==> config.mk <==
export PLATFORM = sky130hd
export DESIGN_NAME = pong_game_ctrl
export DESIGN_NICKNAME = d
export VERILOG_FILES = /design/src/rtl/pong_game_ctrl.sv
export SDC_FILE = /design/constraint.sdc
export NUM_CORES = 1
export LEC_CHECK = 0
export ABC_CLOCK_PERIOD_IN_PS = 2000
export BUFFER_PORTS_ARGS = -buffer_cell sky130_fd_sc_hd__buf_4
export CAP_MARGIN = 20
export CORE_ASPECT_RATIO = 0.8
export CORE_MARGIN = 3
export CORE_UTILIZATION = 49
export DETAILED_ROUTE_END_ITERATION = 7
export PLACE_DENSITY = 0.74
export SYNTH_ARGS = -nofsm -noshare
export SYNTH_HDL_FRONTEND = slang
export SYNTH_SLANG_ARGS = --single-unit
==> constraint.sdc <==
create_clock -name clk -period 2 [get_ports clk]
set_clock_uncertainty 0.15 [all_clocks]
set_input_delay 0.1 -clock clk [delete_from_list [all_inputs] [get_ports clk]]
set_output_delay 0.1 -clock clk [all_outputs]
set_load 0.01 [all_outputs]
==> src/rtl/pong_game_ctrl.sv <==
// rtl/pong_game_ctrl.sv - pong match flow controller: serve countdown, scoring, game over.
// Optional PONG_PAUSE_EN adds a PAUSE state toggled by the start button during play.
module pong_game_ctrl #(
  parameter int WIN_SCORE   = 7,
  parameter int SERVE_DELAY = 60,
  parameter int SCORE_W     = 4
) (
  input  logic               clk,
  input  logic               rst,
  input  logic               frame_tick,
  input  logic               start_btn,
  input  logic               miss_left,
  input  logic               miss_right,
  output logic               ball_reset,
  output logic               ball_run,
  output logic               serve_dir,
  output logic [SCORE_W-1:0] score_left,
  output logic [SCORE_W-1:0] score_right,
  output logic [1:0]         winner,
  output logic [2:0]         game_state
);

  localparam int CNT_W = $clog2(SERVE_DELAY + 1);
  localparam logic [CNT_W-1:0]   CNT_LOAD = CNT_W'(SERVE_DELAY);
  localparam logic [CNT_W-1:0]   CNT_ONE  = CNT_W'(1);
  localparam logic [SCORE_W-1:0] WIN_VAL  = SCORE_W'(WIN_SCORE);
  localparam logic [SCORE_W-1:0] SCORE_ONE = SCORE_W'(1);

  typedef enum logic [2:0] {
    S_IDLE  = 3'd0,
    S_SERVE = 3'd1,
    S_PLAY  = 3'd2,
    S_POINT = 3'd3,
    S_OVER  = 3'd4,
    S_PAUSE = 3'd5
  } state_e;

  state_e             state_q, state_d;
  logic [CNT_W-1:0]   cnt_q, cnt_d;
  logic [SCORE_W-1:0] score_left_q, score_left_d;
  logic [SCORE_W-1:0] score_right_q, score_right_d;
  logic [1:0]         winner_q, winner_d;
  logic               serve_dir_q, serve_dir_d;
  logic               start_q;
  logic               start_rise;

  // start_q resets high so a button held through reset cannot fire until released
  assign start_rise = start_btn & ~start_q;

  always_ff @(posedge clk) begin
    if (rst) begin
      state_q       <= S_IDLE;
      cnt_q         <= '0;
      score_left_q  <= '0;
      score_right_q <= '0;
      winner_q      <= 2'b00;
      serve_dir_q   <= 1'b1;
      start_q       <= 1'b1;
    end else begin
      state_q       <= state_d;
      cnt_q         <= cnt_d;
      score_left_q  <= score_left_d;
      score_right_q <= score_right_d;
      winner_q      <= winner_d;
      serve_dir_q   <= serve_dir_d;
      start_q       <= start_btn;
    end
  end

  always_comb begin
    state_d       = state_q;
    cnt_d         = cnt_q;
    score_left_d  = score_left_q;
    score_right_d = score_right_q;
    winner_d      = winner_q;
    serve_dir_d   = serve_dir_q;
    case (state_q)
      S_IDLE: begin
        if (start_rise) begin
          cnt_d   = CNT_LOAD;
          state_d = S_SERVE;
        end
      end
      S_SERVE: begin
        if (frame_tick) begin
          cnt_d = cnt_q - CNT_ONE;
          if (cnt_q == CNT_ONE) state_d = S_PLAY;
        end
      end
      S_PLAY: begin
        // a simultaneous double miss is a let: no point, just re-serve
        if (miss_left && miss_right) begin
          cnt_d   = CNT_LOAD;
          state_d = S_SERVE;
        end else if (miss_left) begin
          if (score_right_q != WIN_VAL) score_right_d = score_right_q + SCORE_ONE;
          serve_dir_d = 1'b0;
          state_d     = S_POINT;
        end else if (miss_right) begin
          if (score_left_q != WIN_VAL) score_left_d = score_left_q + SCORE_ONE;
          serve_dir_d = 1'b1;
          state_d     = S_POINT;
        end
`ifdef PONG_PAUSE_EN
        else if (start_rise) begin
          state_d = S_PAUSE;
        end
`endif
      end
      S_POINT: begin
        if (score_left_q == WIN_VAL) begin
          winner_d = 2'b01;
          state_d  = S_OVER;
        end else if (score_right_q == WIN_VAL) begin
          winner_d = 2'b10;
          state_d  = S_OVER;
        end else begin
          cnt_d   = CNT_LOAD;
          state_d = S_SERVE;
        end
      end
      S_OVER: begin
        if (start_rise) begin
          score_left_d  = '0;
          score_right_d = '0;
          winner_d      = 2'b00;
          serve_dir_d   = 1'b1;
          cnt_d         = CNT_LOAD;
          state_d       = S_SERVE;
        end
      end
`ifdef PONG_PAUSE_EN
      S_PAUSE: begin
        if (start_rise) state_d = S_PLAY;
      end
`endif
      default: state_d = S_IDLE;
    endcase
  end

  always_comb begin
    ball_reset = 1'b1;
    ball_run   = 1'b0;
    case (state_q)
      S_PLAY: begin
        ball_reset = 1'b0;
        ball_run   = 1'b1;
      end
`ifdef PONG_PAUSE_EN
      S_PAUSE: ball_reset = 1'b0;
`endif
      default: begin
        ball_reset = 1'b1;
        ball_run   = 1'b0;
      end
    endcase
  end

  assign serve_dir   = serve_dir_q;
  assign score_left  = score_left_q;
  assign score_right = score_right_q;
  assign winner      = winner_q;
  assign game_state  = state_q;

endmodule

==> impl_summary.txt, run 1 <==
----------------------------------------------------
[Outcome]
  Run status ... finished, final reports clean

[Synthesis]
  Synth Warn # ... 0
  Post-synthesis adder-cell area fraction ... 0.0409
  Avg Inst Size Synth ... 8.56 um^2
  Post-synthesis compound-gate area fraction ... 0.187
  Portion of the post-synthesis area used by sequential elements ... 0.344
  Post-Synthesis Cells ... between 100 and 150
  Flip-flop cell with the highest count after synthesis ... sky130_fd_sc_hd__dfxtp_1
  Largest family of logic cells by synthesized area ... simple AND/OR/NAND/NOR gates
  Distinct cell type count of the synthesized netlist ... 40
  Number of enable-type register cells in the synthesized netlist ... 0
  Post-synth top cells ... sky130_fd_sc_hd__dfxtp_1 (21), sky130_fd_sc_hd__nor2_1 (20), sky130_fd_sc_hd__a21oi_1 (10)
  Library cell with the highest instance count after synthesis ... sky130_fd_sc_hd__dfxtp_1
  Post-synthesis mux area share ... 0.0419
  Largest cells by area after synthesis ... sky130_fd_sc_hd__dfxtp_1 (34%), sky130_fd_sc_hd__nor2_1 (6.1%), sky130_fd_sc_hd__xnor2_1 (4.3%)
  Area fraction in and, or, nand and nor cells after synthesis ... 0.275
  Post-synth top area share ... 0.344
  Share of synthesized flip-flops with an asynchronous set or reset ... 0
  Synthesized-area fraction occupied by xor and xnor cells ... 0.0501
  Cell type with the largest total area after synthesis ... sky130_fd_sc_hd__dfxtp_1
  FF+latch count, synth ... 21
  Post-Syn Nets ... between 150 and 200
  Summed instance area of the synthesized netlist ... between 1000 and 1500 um^2

[Floorplan]
  Site Rows ... 15
  Area of the core ... approximately 2300 um^2
  Total die area ... approximately 3100 um^2
  Top-level port count ... 22
  Starting density of the core ... 0.543
  Die width ... a little over 60 um
  Overall die height ... between 50 and 60 um

[Setup path]
  Flop-to-flop setup slack ... between 50 and 60 ps
  Critical Path End Type ... flip-flop
  Largest driver fanout on the critical path ... 7
  Largest delay contributor family on the critical path ... compound AO/OA/AOI/OAI gates
  Critical path, cell by cell ... nor2b_4 -> a22o_1 -> a311oi_4 -> a21oi_1 -> a311o_1
  Capture instance of the worst register-to-register path ... cnt_q[3]$_SDFFE_PP0P_
  Count of buffer and inverter cells on the critical path ... 0
  Critical path start-end classification ... flip-flop to flip-flop
  Required arrival time at the worst endpoint ... 2060 ps
  Register-to-Register Path Depth ... 5
  Worst Path Arrival ... about 2000 ps
  Critical path's slowest cell ... sky130_fd_sc_hd__dfxtp_1
  Delay of the slowest cell on the worst path ... between 500 and 600 ps
  Launch point of the worst reg-to-reg path ... game_state[0]$_SDFFE_PP0P_
  Critical path launch point type ... flip-flop

[Drt]
  Wire length per cell after detailed routing ... about 15 um
  Number of remaining DRC errors ... 0
  Via count normalized by instance count ... 5.69
  Count of TritonRoute iterations in the first routing pass ... 4
  Iteration-0 DRC Markers ... 37
  WL final ... 3080 um
  DRT antenna net count ... 0
  Count of vias placed by the detailed router ... around 1200

[Cells and area]
  Share of final-layout standard cells stronger than drive strength 1 ... 0.313
  Synthesis-to-layout area growth ... 28.9%
  End-of-flow core utilization ... 0.701
  Post-layout nets ... 190
  Filler-free cell count of the finished design ... slightly above 200
  Final cell area excluding filler cells ... around 1600 um^2
  Antenna cell count ... 0

[GRT]
  Overall overflow remaining after global route ... 0
  Pin count of the biggest net entering global routing ... 19
  Wire length of the first global-routing pass ... slightly below 5000 um
  Initial antenna violation count ... 0
  Vias in the first global route ... 1105
  Global routing usage summed across all routing layers ... 0.214

[Pwr]
  Combinational Power Share ... 0.188
  Switching share of power ... 0.292
  Worst supply voltage drop on vdd ... ~0.00032 V
  Total leakage power ... roughly 0.65 nW
  Clock network fraction of total power ... 0.257
  NetSw ... ~240 uW
  Power density normalized to cell area ... around 520 nW/um^2
  Sequential fraction of design power ... 0.555
  Internal portion of total power ... roughly 580 uW

[CTS]
  CTS root buffer ... sky130_fd_sc_hd__clkbuf_4
  Maximum buffer depth of the clock tree ... 2
  Clk sinks ... 21
  Htree depth ... 1
  CTS tree ... built
  Inserted Clock Buffers ... 3
  Clock transition at the register clock pins on the worst setup and hold paths after CTS ... 120 ps
  Later-pin clock latency in the skew report ... between 300 and 400 ps

[STA]
  Worst max-slew margin expressed relative to the limit ... 0.729
  Number of failing setup endpoints in the final timing report ... 0
  Actual slew at the worst max-slew pin ... 406 ps
  Fin crit period ... approximately 1900 ps
  Worst Setup Slack, final ... around 57 ps
  Number of failing hold endpoints at the final stage ... 0
  Timing-limited maximum frequency ... approximately 0.5 GHz
  Final Max Tran Viols ... 0
  Fin crit share ... 0.971

[Min path]
  Number of cells on the worst hold path ... 4
  Worst hold-check path type ... input port to flip-flop
  Worst Hold Path EP ... serve_dir$_SDFFE_PP1P_
  Launch point of the worst hold path ... miss_left

[Placement]
  DP Area ... 1480 um^2
  Number of input and output port buffers inserted ... 21
  Gp weighted congestion ... just under 0.9
  Number of cells after detailed placement ... 195
  Detailed-placement wirelength estimate ... between 2000 and 2500 um
  Worst slack, placed ... 32.1 ps

[Run]
  Max-cap violations ... 0

----------------------------------------------------
cell type report:
class / count / area [um^2]
clock inverters: 1 / 5.00
repair buffers: 40 / 320
fillers: 176 / 674
clock buffers: 3 / 22.5
multi-input cells: 107 / 749
inverters: 7 / 26.3
well taps: 25 / 31.3
flip-flops and latches: 21 / 423
through the flow:
| step | TNS [ps] | hold WS [ps] | power (mW) |
|---|---|---|---|
| 6_report | 0 | 3.90 | 0.822 |
| 4_1_cts | 0 | 5.09 | 0.824 |
| 3_3_place_gp | 0 | 175 | 0.602 |
| 2_1_floorplan | 0 | 56.6 | 0.560 |
| 3_5_place_dp | 0 | 181 | 0.610 |
| 5_1_grt | -8.31 | 2.64 | 0.870 |
cell usage in the layout, fill, tap and decap left out, types with 4 or more instances in the layout:
| cell type | n |
|---|---|
| sky130_fd_sc_hd__o21ai_0 | 6 |
| sky130_fd_sc_hd__nor3b_1 | 4 |
| sky130_fd_sc_hd__mux2i_1 | 4 |
| sky130_fd_sc_hd__nor2_1 | 20 |
| sky130_fd_sc_hd__inv_1 | 7 |
| sky130_fd_sc_hd__nand2_1 | 4 |
| sky130_fd_sc_hd__nand3_1 | 6 |
| sky130_fd_sc_hd__buf_4 | 36 |
| sky130_fd_sc_hd__dfxtp_1 | 19 |
| sky130_fd_sc_hd__nand2b_1 | 5 |
| sky130_fd_sc_hd__xnor2_1 | 6 |
| sky130_fd_sc_hd__nor3_1 | 5 |
| sky130_fd_sc_hd__a21oi_1 | 10 |
worst reg2reg max path, cell delays in order (launching register included):
cell                       delay [ps]
sky130_fd_sc_hd__dfxtp_1          540
sky130_fd_sc_hd__nor2b_4           70
sky130_fd_sc_hd__a22o_1           240
sky130_fd_sc_hd__a311oi_4         400
sky130_fd_sc_hd__a21oi_1          120
sky130_fd_sc_hd__a311o_1          330
worst max path at each step:
| stage | start | end | cells after the start |
|---|---|---|---|
| floorplan | score_left[0]$_SDFFE_PP0P_ | cnt_q[3]$_SDFFE_PP0P_ | 6 |
| finish | game_state[0]$_SDFFE_PP0P_ | cnt_q[3]$_SDFFE_PP0P_ | 5 |
| CTS | game_state[2]$_SDFFE_PP0P_ | score_left[0]$_SDFFE_PP0P_ | 6 |
| detailed placement | score_right[0]$_SDFFE_PP0P_ | cnt_q[5]$_SDFFE_PP0P_ | 6 |
| global placement | score_right[0]$_SDFFE_PP0P_ | cnt_q[3]$_SDFFE_PP0P_ | 6 |
| global route | score_right[0]$_SDFFE_PP0P_ | cnt_q[1]$_SDFFE_PP0P_ | 7 |
state kept, by name (all words and copies together) (netlist names):
| register | flops |
|---|---|
| score_right | 4 |
| winner | 2 |
| score_left | 4 |
| cnt_q | 6 |
| game_state | 3 |
| start_q | 1 |
| serve_dir | 1 |
power by group through the flow:
stage	clock [mW]	sequential, mW	combinational [mW]
2_1_floorplan	0	0.460	0.0997
3_3_place_gp	0	0.463	0.140
3_5_place_dp	0	0.464	0.146
4_1_cts	0.217	0.455	0.152
5_1_grt	0.242	0.458	0.170
6_report	0.211	0.456	0.155
per-layer routing:
| metal | GRT usage | vias to the layer above | wire length [um] |
|---|---|---|---|
| li1 | - | 574 | - |
| met1 | 0.280 | 546 | 1460 |
| met2 | 0.326 | 35 | 1400 |
| met3 | 0.0694 | 6 | 168 |
| met4 | 0.0707 | 0 | 44 |
| met5 | 0 | - | 0 |
cell families after synthesis:
| group | after synthesis |
|---|---|
| adder cells (fa/ha/maj) | 4 |
| flip-flops | 21 |
| AND/OR/NAND/NOR | 60 |
| XOR/XNOR | 7 |
| multiplexers | 5 |
| buffers and inverters | 15 |
| AO/OA/AOI/OAI | 31 |
repair_timing:
| item | 4_1_cts | 5_1_grt |
|---|---|---|
| pin swaps | 1 | 4 |
| hold buffers | 3 | 0 |
| resized for setup | 0 | 7 |
| hold endpoints to repair | 10 | 0 |
| buffers inserted | 0 | 2 |
| setup endpoints to repair | 1 | 10 |
Power figures use the tool's default switching activity.
==> run 2: changes to the inputs <==
--- a/config.mk
+++ b/config.mk
@@ -10,9 +10,10 @@
 export CAP_MARGIN = 20
 export CORE_ASPECT_RATIO = 0.8
 export CORE_MARGIN = 3
-export CORE_UTILIZATION = 49
+export CORE_UTILIZATION = 35
+export CTS_BUF_LIST = sky130_fd_sc_hd__clkbuf_4 sky130_fd_sc_hd__clkbuf_8 sky130_fd_sc_hd__clkbuf_16
 export DETAILED_ROUTE_END_ITERATION = 7
-export PLACE_DENSITY = 0.74
+export PLACE_DENSITY = 0.56
 export SYNTH_ARGS = -nofsm -noshare
 export SYNTH_HDL_FRONTEND = slang
 export SYNTH_SLANG_ARGS = --single-unit
==> impl_summary.txt, run 2 (synthesized netlist as in run 1, its figures left out) <==
----------------------------------------------------
[Outcome]
  Run status ... finished, final reports clean

[Pwr]
  Total leakage power ... around 0.67 nW
  Worst supply voltage drop on vdd ... between 0.0003 and 0.0004 V
  Power density normalized to cell area ... around 570 nW/um^2

[CTS]
  Htree depth ... 1
  Clk sinks ... 21
  Inserted Clock Buffers ... 3
  CTS tree ... built
  Maximum buffer depth of the clock tree ... 2
  Later-pin clock latency in the skew report ... 270 ps
  Clock transition at the register clock pins on the worst setup and hold paths after CTS ... 80 ps
  CTS root buffer ... sky130_fd_sc_hd__clkbuf_8

[Setup path]
  Worst Path Arrival ... 1880 ps
  Largest driver fanout on the critical path ... 7
  Register-to-Register Path Depth ... 6
  Delay of the slowest cell on the worst path ... between 300 and 400 ps
  Critical Path End Type ... flip-flop
  Critical path start-end classification ... flip-flop to flip-flop
  Worst setup path startpoint ... score_right[0]$_SDFFE_PP0P_
  Critical path, cell by cell ... ha_1 -> nand3b_1 -> nand2_2 -> a311oi_4 -> a21oi_1 -> a311o_1
  Launch point of the worst reg-to-reg path ... score_right[0]$_SDFFE_PP0P_
  Required arrival time at the worst endpoint ... 2010 ps
  Critical path launch point type ... flip-flop
  CP Capture Point ... cnt_q[5]$_SDFFE_PP0P_
  Critical path's slowest cell ... sky130_fd_sc_hd__a311oi_4
  Capture instance of the worst register-to-register path ... cnt_q[5]$_SDFFE_PP0P_
  Flop-to-flop setup slack ... between 100 and 150 ps

[GRT]
  GR met3 Demand/Resource ... 0.0444
  Vias in the first global route ... around 1000
  Busiest layer in global routing ... met2
  Overall overflow remaining after global route ... 0
  Pin count of the biggest net entering global routing ... 19
  Met1 usage ... 0.203
  Global routing usage summed across all routing layers ... 0.141
  Initial antenna violation count ... 0
  GR Layer Usage met2 ... 0.209
  Wire length of the first global-routing pass ... approximately 4700 um

[STA]
  Worst Setup Slack, final ... 132 ps
  Number of failing hold endpoints at the final stage ... 0
  Timing-limited maximum frequency ... around 0.54 GHz
  Number of failing setup endpoints in the final timing report ... 0
  Setup Total Neg Slack ... 0 ps
  Fin crit period ... roughly 1900 ps
  Actual slew at the worst max-slew pin ... roughly 380 ps
  Worst max-slew margin expressed relative to the limit ... 0.746
  Final Max Tran Viols ... 0
  Fin crit share ... 0.934

[Floorplan]
  Area of the core ... around 3200 um^2
  Overall die height ... about 60 um
  Starting density of the core ... 0.380
  Die width ... slightly above 70 um
  Top-level port count ... 22
  Site Rows ... 18
  Total die area ... 4250 um^2

[Drt]
  Via count normalized by instance count ... approximately 5.2
  Wire length per cell after detailed routing ... 13.0 um
  Count of vias placed by the detailed router ... roughly 1100
  Number of remaining DRC errors ... 0
  Count of TritonRoute iterations in the first routing pass ... 4
  WL final ... approximately 2900 um
  DRT antenna net count ... 0
  Iteration-0 DRC Markers ... 84

[Cells and area]
  Most frequent cells in the layout ... sky130_fd_sc_hd__buf_4 (39), sky130_fd_sc_hd__nor2_1 (20), sky130_fd_sc_hd__dfxtp_1 (19)
  Flip-flop count of the largest register, all copies and words added ... 6
  Post-layout nets ... around 190
  Most common library cell in the layout ignoring fill and taps ... sky130_fd_sc_hd__buf_4
  Register with the most flip-flops ... cnt_q
  Synthesis-to-layout area growth ... 30.5%
  End-of-flow core utilization ... 0.496
  Share of final-layout standard cells stronger than drive strength 1 ... 0.306
  Antenna cell count ... 0

[Placement]
  Number of input and output port buffers inserted ... 21
  Gp weighted congestion ... 0.779
  Detailed-placement wirelength estimate ... between 2000 and 2500 um
  Worst slack, placed ... 47.3 ps

[Run]
  Max-cap violations ... 0

[Min path]
  Worst hold-check path type ... input port to flip-flop

----------------------------------------------------
-- run 2: changes by cell type in the layout (fill, tap and decap cells not counted), sizes merged --
| cell | delta |
|---|---|
| dlygate4sd3 | -1 |
| buf | +2 |
| clkinv | -1 |
| clkbuf | +1 |
-- run 2: cell type report --
type | count | area [um^2]
clock buffers | 4 | 48.8
repair buffers | 41 | 313
inverters | 7 | 26.3
well taps | 40 | 50.0
fillers | 309 | 1620
multi-input cells | 107 | 736
flip-flops and latches | 21 | 423
-- run 2: how the worst min path moves through the flow --
stage                          start                     end  slack [ps]  cells after the start
after CTS                 frame_tick   cnt_q[2]$_SDFFE_PP0P_          50                      4
after global placement     start_btn      start_q$_SDFF_PP1_         180                      2
after floorplan            start_btn      start_q$_SDFF_PP1_          60                      1
after global routing       miss_left  serve_dir$_SDFFE_PP1P_         110                      4
final                     frame_tick   cnt_q[2]$_SDFFE_PP0P_          50                      4
after detailed placement   start_btn      start_q$_SDFF_PP1_         180                      2
-- run 2: metrics by stage --
step,cell area [um^2],power (mW),hold slack [ps],cells
4_1_cts,1570,0.910,47.6,218
3_5_place_dp,1500,0.608,180,212
3_3_place_gp,1500,0.606,176,212
2_1_floorplan,1220,0.560,56.6,143
6_report,1600,0.905,48.7,220
5_1_grt,1600,0.946,110,220
-- run 2: critical path, delay by kind of cell (launching register included) --
kind	cells	cell delay, ps
AOI/OAI and AO/OA	3	830
DFF	1	330
and+or+nand+nor	2	250
adders and majority gates	1	210
-- run 2: where the power goes --
part / internal (mW) / switching, mW
clock network: 0.156 / 0.145
registers: 0.435 / 0.0215
logic: 0.0720 / 0.0757
-- run 2: what timing repair did --
| action | 4_1_cts | 5_1_grt |
|---|---|---|
| endpoints found under the setup margin | 0 | 13 |
| hold buffers | 2 | 0 |
| buffers inserted | 0 | 2 |
| gates resized for setup | 0 | 4 |
| endpoints found under the hold margin | 9 | 0 |
-- run 2: routing by layer --
metal	share of wire	vias to the layer above
met2	0.43	28
li1	-	577
met1	0.50	526
met4	0.0060	0
met5	0	-
met3	0.062	2
==> run 3: changes to the inputs <==
--- a/config.mk
+++ b/config.mk
@@ -13,6 +13,7 @@
 export CORE_UTILIZATION = 35
 export CTS_BUF_LIST = sky130_fd_sc_hd__clkbuf_4 sky130_fd_sc_hd__clkbuf_8 sky130_fd_sc_hd__clkbuf_16
 export DETAILED_ROUTE_END_ITERATION = 7
+export HOLD_SLACK_MARGIN = 0.08
 export PLACE_DENSITY = 0.56
 export SYNTH_ARGS = -nofsm -noshare
 export SYNTH_HDL_FRONTEND = slang
==> impl_summary.txt, run 3 (synthesized netlist as in run 1, its figures left out) <==
----------------------------------------------------
[Placement]
  Number of input and output port buffers inserted ... 21
  Gp weighted congestion ... about 0.8
  Detailed-placement wirelength estimate ... around 2200 um
  DP Area ... between 1500 and 2000 um^2

[Min path]
  Worst Hold Path EP ... game_state[1]$_SDFFE_PP0P_
  Number of cells on the worst hold path ... 4
  Launch point of the worst hold path ... miss_right
  Worst hold-check path type ... input port to flip-flop

[CTS]
  CTS root buffer ... sky130_fd_sc_hd__clkbuf_8
  Maximum buffer depth of the clock tree ... 2
  Inserted Clock Buffers ... 3
  Later-pin clock latency in the skew report ... around 270 ps
  CTS tree ... built
  Clk sinks ... 21
  Clock transition at the register clock pins on the worst setup and hold paths after CTS ... around 80 ps
  Htree depth ... 1

[Cells and area]
  Most frequent cells in the layout ... sky130_fd_sc_hd__buf_4 (39), sky130_fd_sc_hd__nor2_1 (20), sky130_fd_sc_hd__dfxtp_1 (19)
  Final cell area excluding filler cells ... between 1500 and 2000 um^2
  Synthesis-to-layout area growth ... 33.8%
  Area of combinational cells with multiple inputs ... 736 um^2
  Antenna cell count ... 0
  Filler instances ... 309
  Post-layout nets ... approximately 200
  Register with the most flip-flops ... cnt_q
  Most common library cell in the layout ignoring fill and taps ... sky130_fd_sc_hd__buf_4
  Flip-flop count of the largest register, all copies and words added ... 6
  Share of final-layout standard cells stronger than drive strength 1 ... 0.304
  Total area of sequential cells ... between 400 and 500 um^2

[GRT]
  Initial antenna violation count ... 0
  Pin count of the biggest net entering global routing ... 19
  Global routing usage summed across all routing layers ... 0.142
  Wire length of the first global-routing pass ... ~4700 um
  Vias in the first global route ... 1020
  Overall overflow remaining after global route ... 0

[Drt]
  Iteration-0 DRC Markers ... 60
  Number of remaining DRC errors ... 0
  Wire length per cell after detailed routing ... approximately 13 um
  WL final ... about 2900 um
  DRT antenna net count ... 0
  Via count normalized by instance count ... 5.09
  Count of TritonRoute iterations in the first routing pass ... 4
  Count of vias placed by the detailed router ... roughly 1100

[Setup path]
  Required arrival time at the worst endpoint ... around 2000 ps
  Delay of the slowest cell on the worst path ... 530 ps
  Largest driver fanout on the critical path ... 7
  Critical path start-end classification ... input port to flip-flop
  Crit path top cell by count ... sky130_fd_sc_hd__buf_4
  Critical Path End Type ... flip-flop
  Critical path launch point type ... input port
  Worst Path Arrival ... about 1900 ps
  Launch point of the worst reg-to-reg path ... score_right[0]$_SDFFE_PP0P_
  Critical path's slowest cell ... sky130_fd_sc_hd__dlygate4sd3_1
  Capture instance of the worst register-to-register path ... cnt_q[5]$_SDFFE_PP0P_
  Critical path, cell by cell ... dlygate4sd3_1 -> buf_4 -> or2_2 -> a211oi_2 -> a311oi_4 -> buf_4 -> mux2i_1 -> nor2_1
  Flop-to-flop setup slack ... about 140 ps
  Register-to-Register Path Depth ... 6

[Floorplan]
  Site Rows ... 18
  Starting density of the core ... 0.380
  Die width ... ~70 um
  Top-level port count ... 22
  Total die area ... between 4000 and 5000 um^2
  Area of the core ... 3220 um^2
  Overall die height ... around 59 um

[Run]
  Max-cap violations ... 0

[STA]
  Number of failing setup endpoints in the final timing report ... 0
  Fin crit share ... 0.951
  Fin crit period ... ~1900 ps
  Final Max Tran Viols ... 0
  Worst max-slew margin expressed relative to the limit ... 0.747
  Timing-limited maximum frequency ... 0.526 GHz
  Actual slew at the worst max-slew pin ... between 300 and 400 ps
  Number of failing hold endpoints at the final stage ... 0

[Pwr]
  Total Power ... roughly 910 uW
  Total leakage power ... between 0.6 and 0.7 nW
  Worst supply voltage drop on vdd ... between 0.0003 and 0.0004 V
  Power density normalized to cell area ... 557 nW/um^2

[Outcome]
  Run status ... finished, final reports clean

----------------------------------------------------
## run 3: cell types whose count changed in the layout (fill, tap and decap cells not counted), sizes merged
cell / previous run / this run
dlygate4sd3: 2 / 5
buf: 39 / 40
## run 3: routing by layer
metal  wire length [um]  share of wire  global-route usage  up-vias
met5                  0              0                   0        -
met1               1480           0.52               0.199      523
met2               1220           0.43               0.215       29
met4                 17         0.0059              0.0241        0
li1                   -              -                   -      586
met3                152          0.053              0.0444        2
## run 3: repair_timing
action	CTS	global route
hold buffers	5	0
buffers inserted	0	3
gates resized for setup	0	5
hold endpoints to repair	11	0
endpoints found under the setup margin	0	13
## run 3: power breakdown
group	total [mW]	switching (mW)	internal, mW
registers	0.456	0.0213	0.435
clock network	0.301	0.145	0.156
logic	0.155	0.0768	0.0777
total	0.912	0.244	0.669
## run 3: through the flow
stage / setup WS (ps) / cells / util / setup TNS (ps) / hold slack [ps]
after global routing: -17.7 / 224 / 0.509 / -17.7 / 194
after CTS: 37.1 / 221 / 0.497 / 0 / 153
after global placement: 87.4 / 212 / 0.467 / 0 / 176
after floorplan: 70.7 / 143 / - / 0 / 56.6
after detailed placement: 47.3 / 212 / 0.467 / 0 / 180
final: 97.6 / 224 / 0.509 / 0 / 143
## run 3: how the worst max path moves through the flow
stage	start	depth (start not counted)	endpoint	slack, ps
finish	frame_tick	8	cnt_q[0]$_SDFFE_PP0P_	100
global route	game_state[2]$_SDFFE_PP0P_	7	score_left[3]$_SDFFE_PP0P_	-20
CTS	score_left[0]$_SDFFE_PP0P_	6	cnt_q[5]$_SDFFE_PP0P_	40
detailed placement	score_left[0]$_SDFFE_PP0P_	6	cnt_q[5]$_SDFFE_PP0P_	50
global placement	game_state[2]$_SDFFE_PP0P_	7	score_left[2]$_SDFFE_PP0P_	90
floorplan	score_left[0]$_SDFFE_PP0P_	6	cnt_q[3]$_SDFFE_PP0P_	70
## run 3: cell type report
class	instances	area share
sequential	21	0.258
tap	40	0.0306
inverter	7	0.0160
clock buffer	4	0.0298
multi-input combinational	107	0.449
timing repair buffer	45	0.216
## run 3: worst max-delay path: cells and delay by family
family / cells / cell delay [ps]
AOI/OAI and AO/OA: 2 / 470
and+or+nand+nor: 2 / 350
buffers and inverters: 3 / 830
muxes: 1 / 150
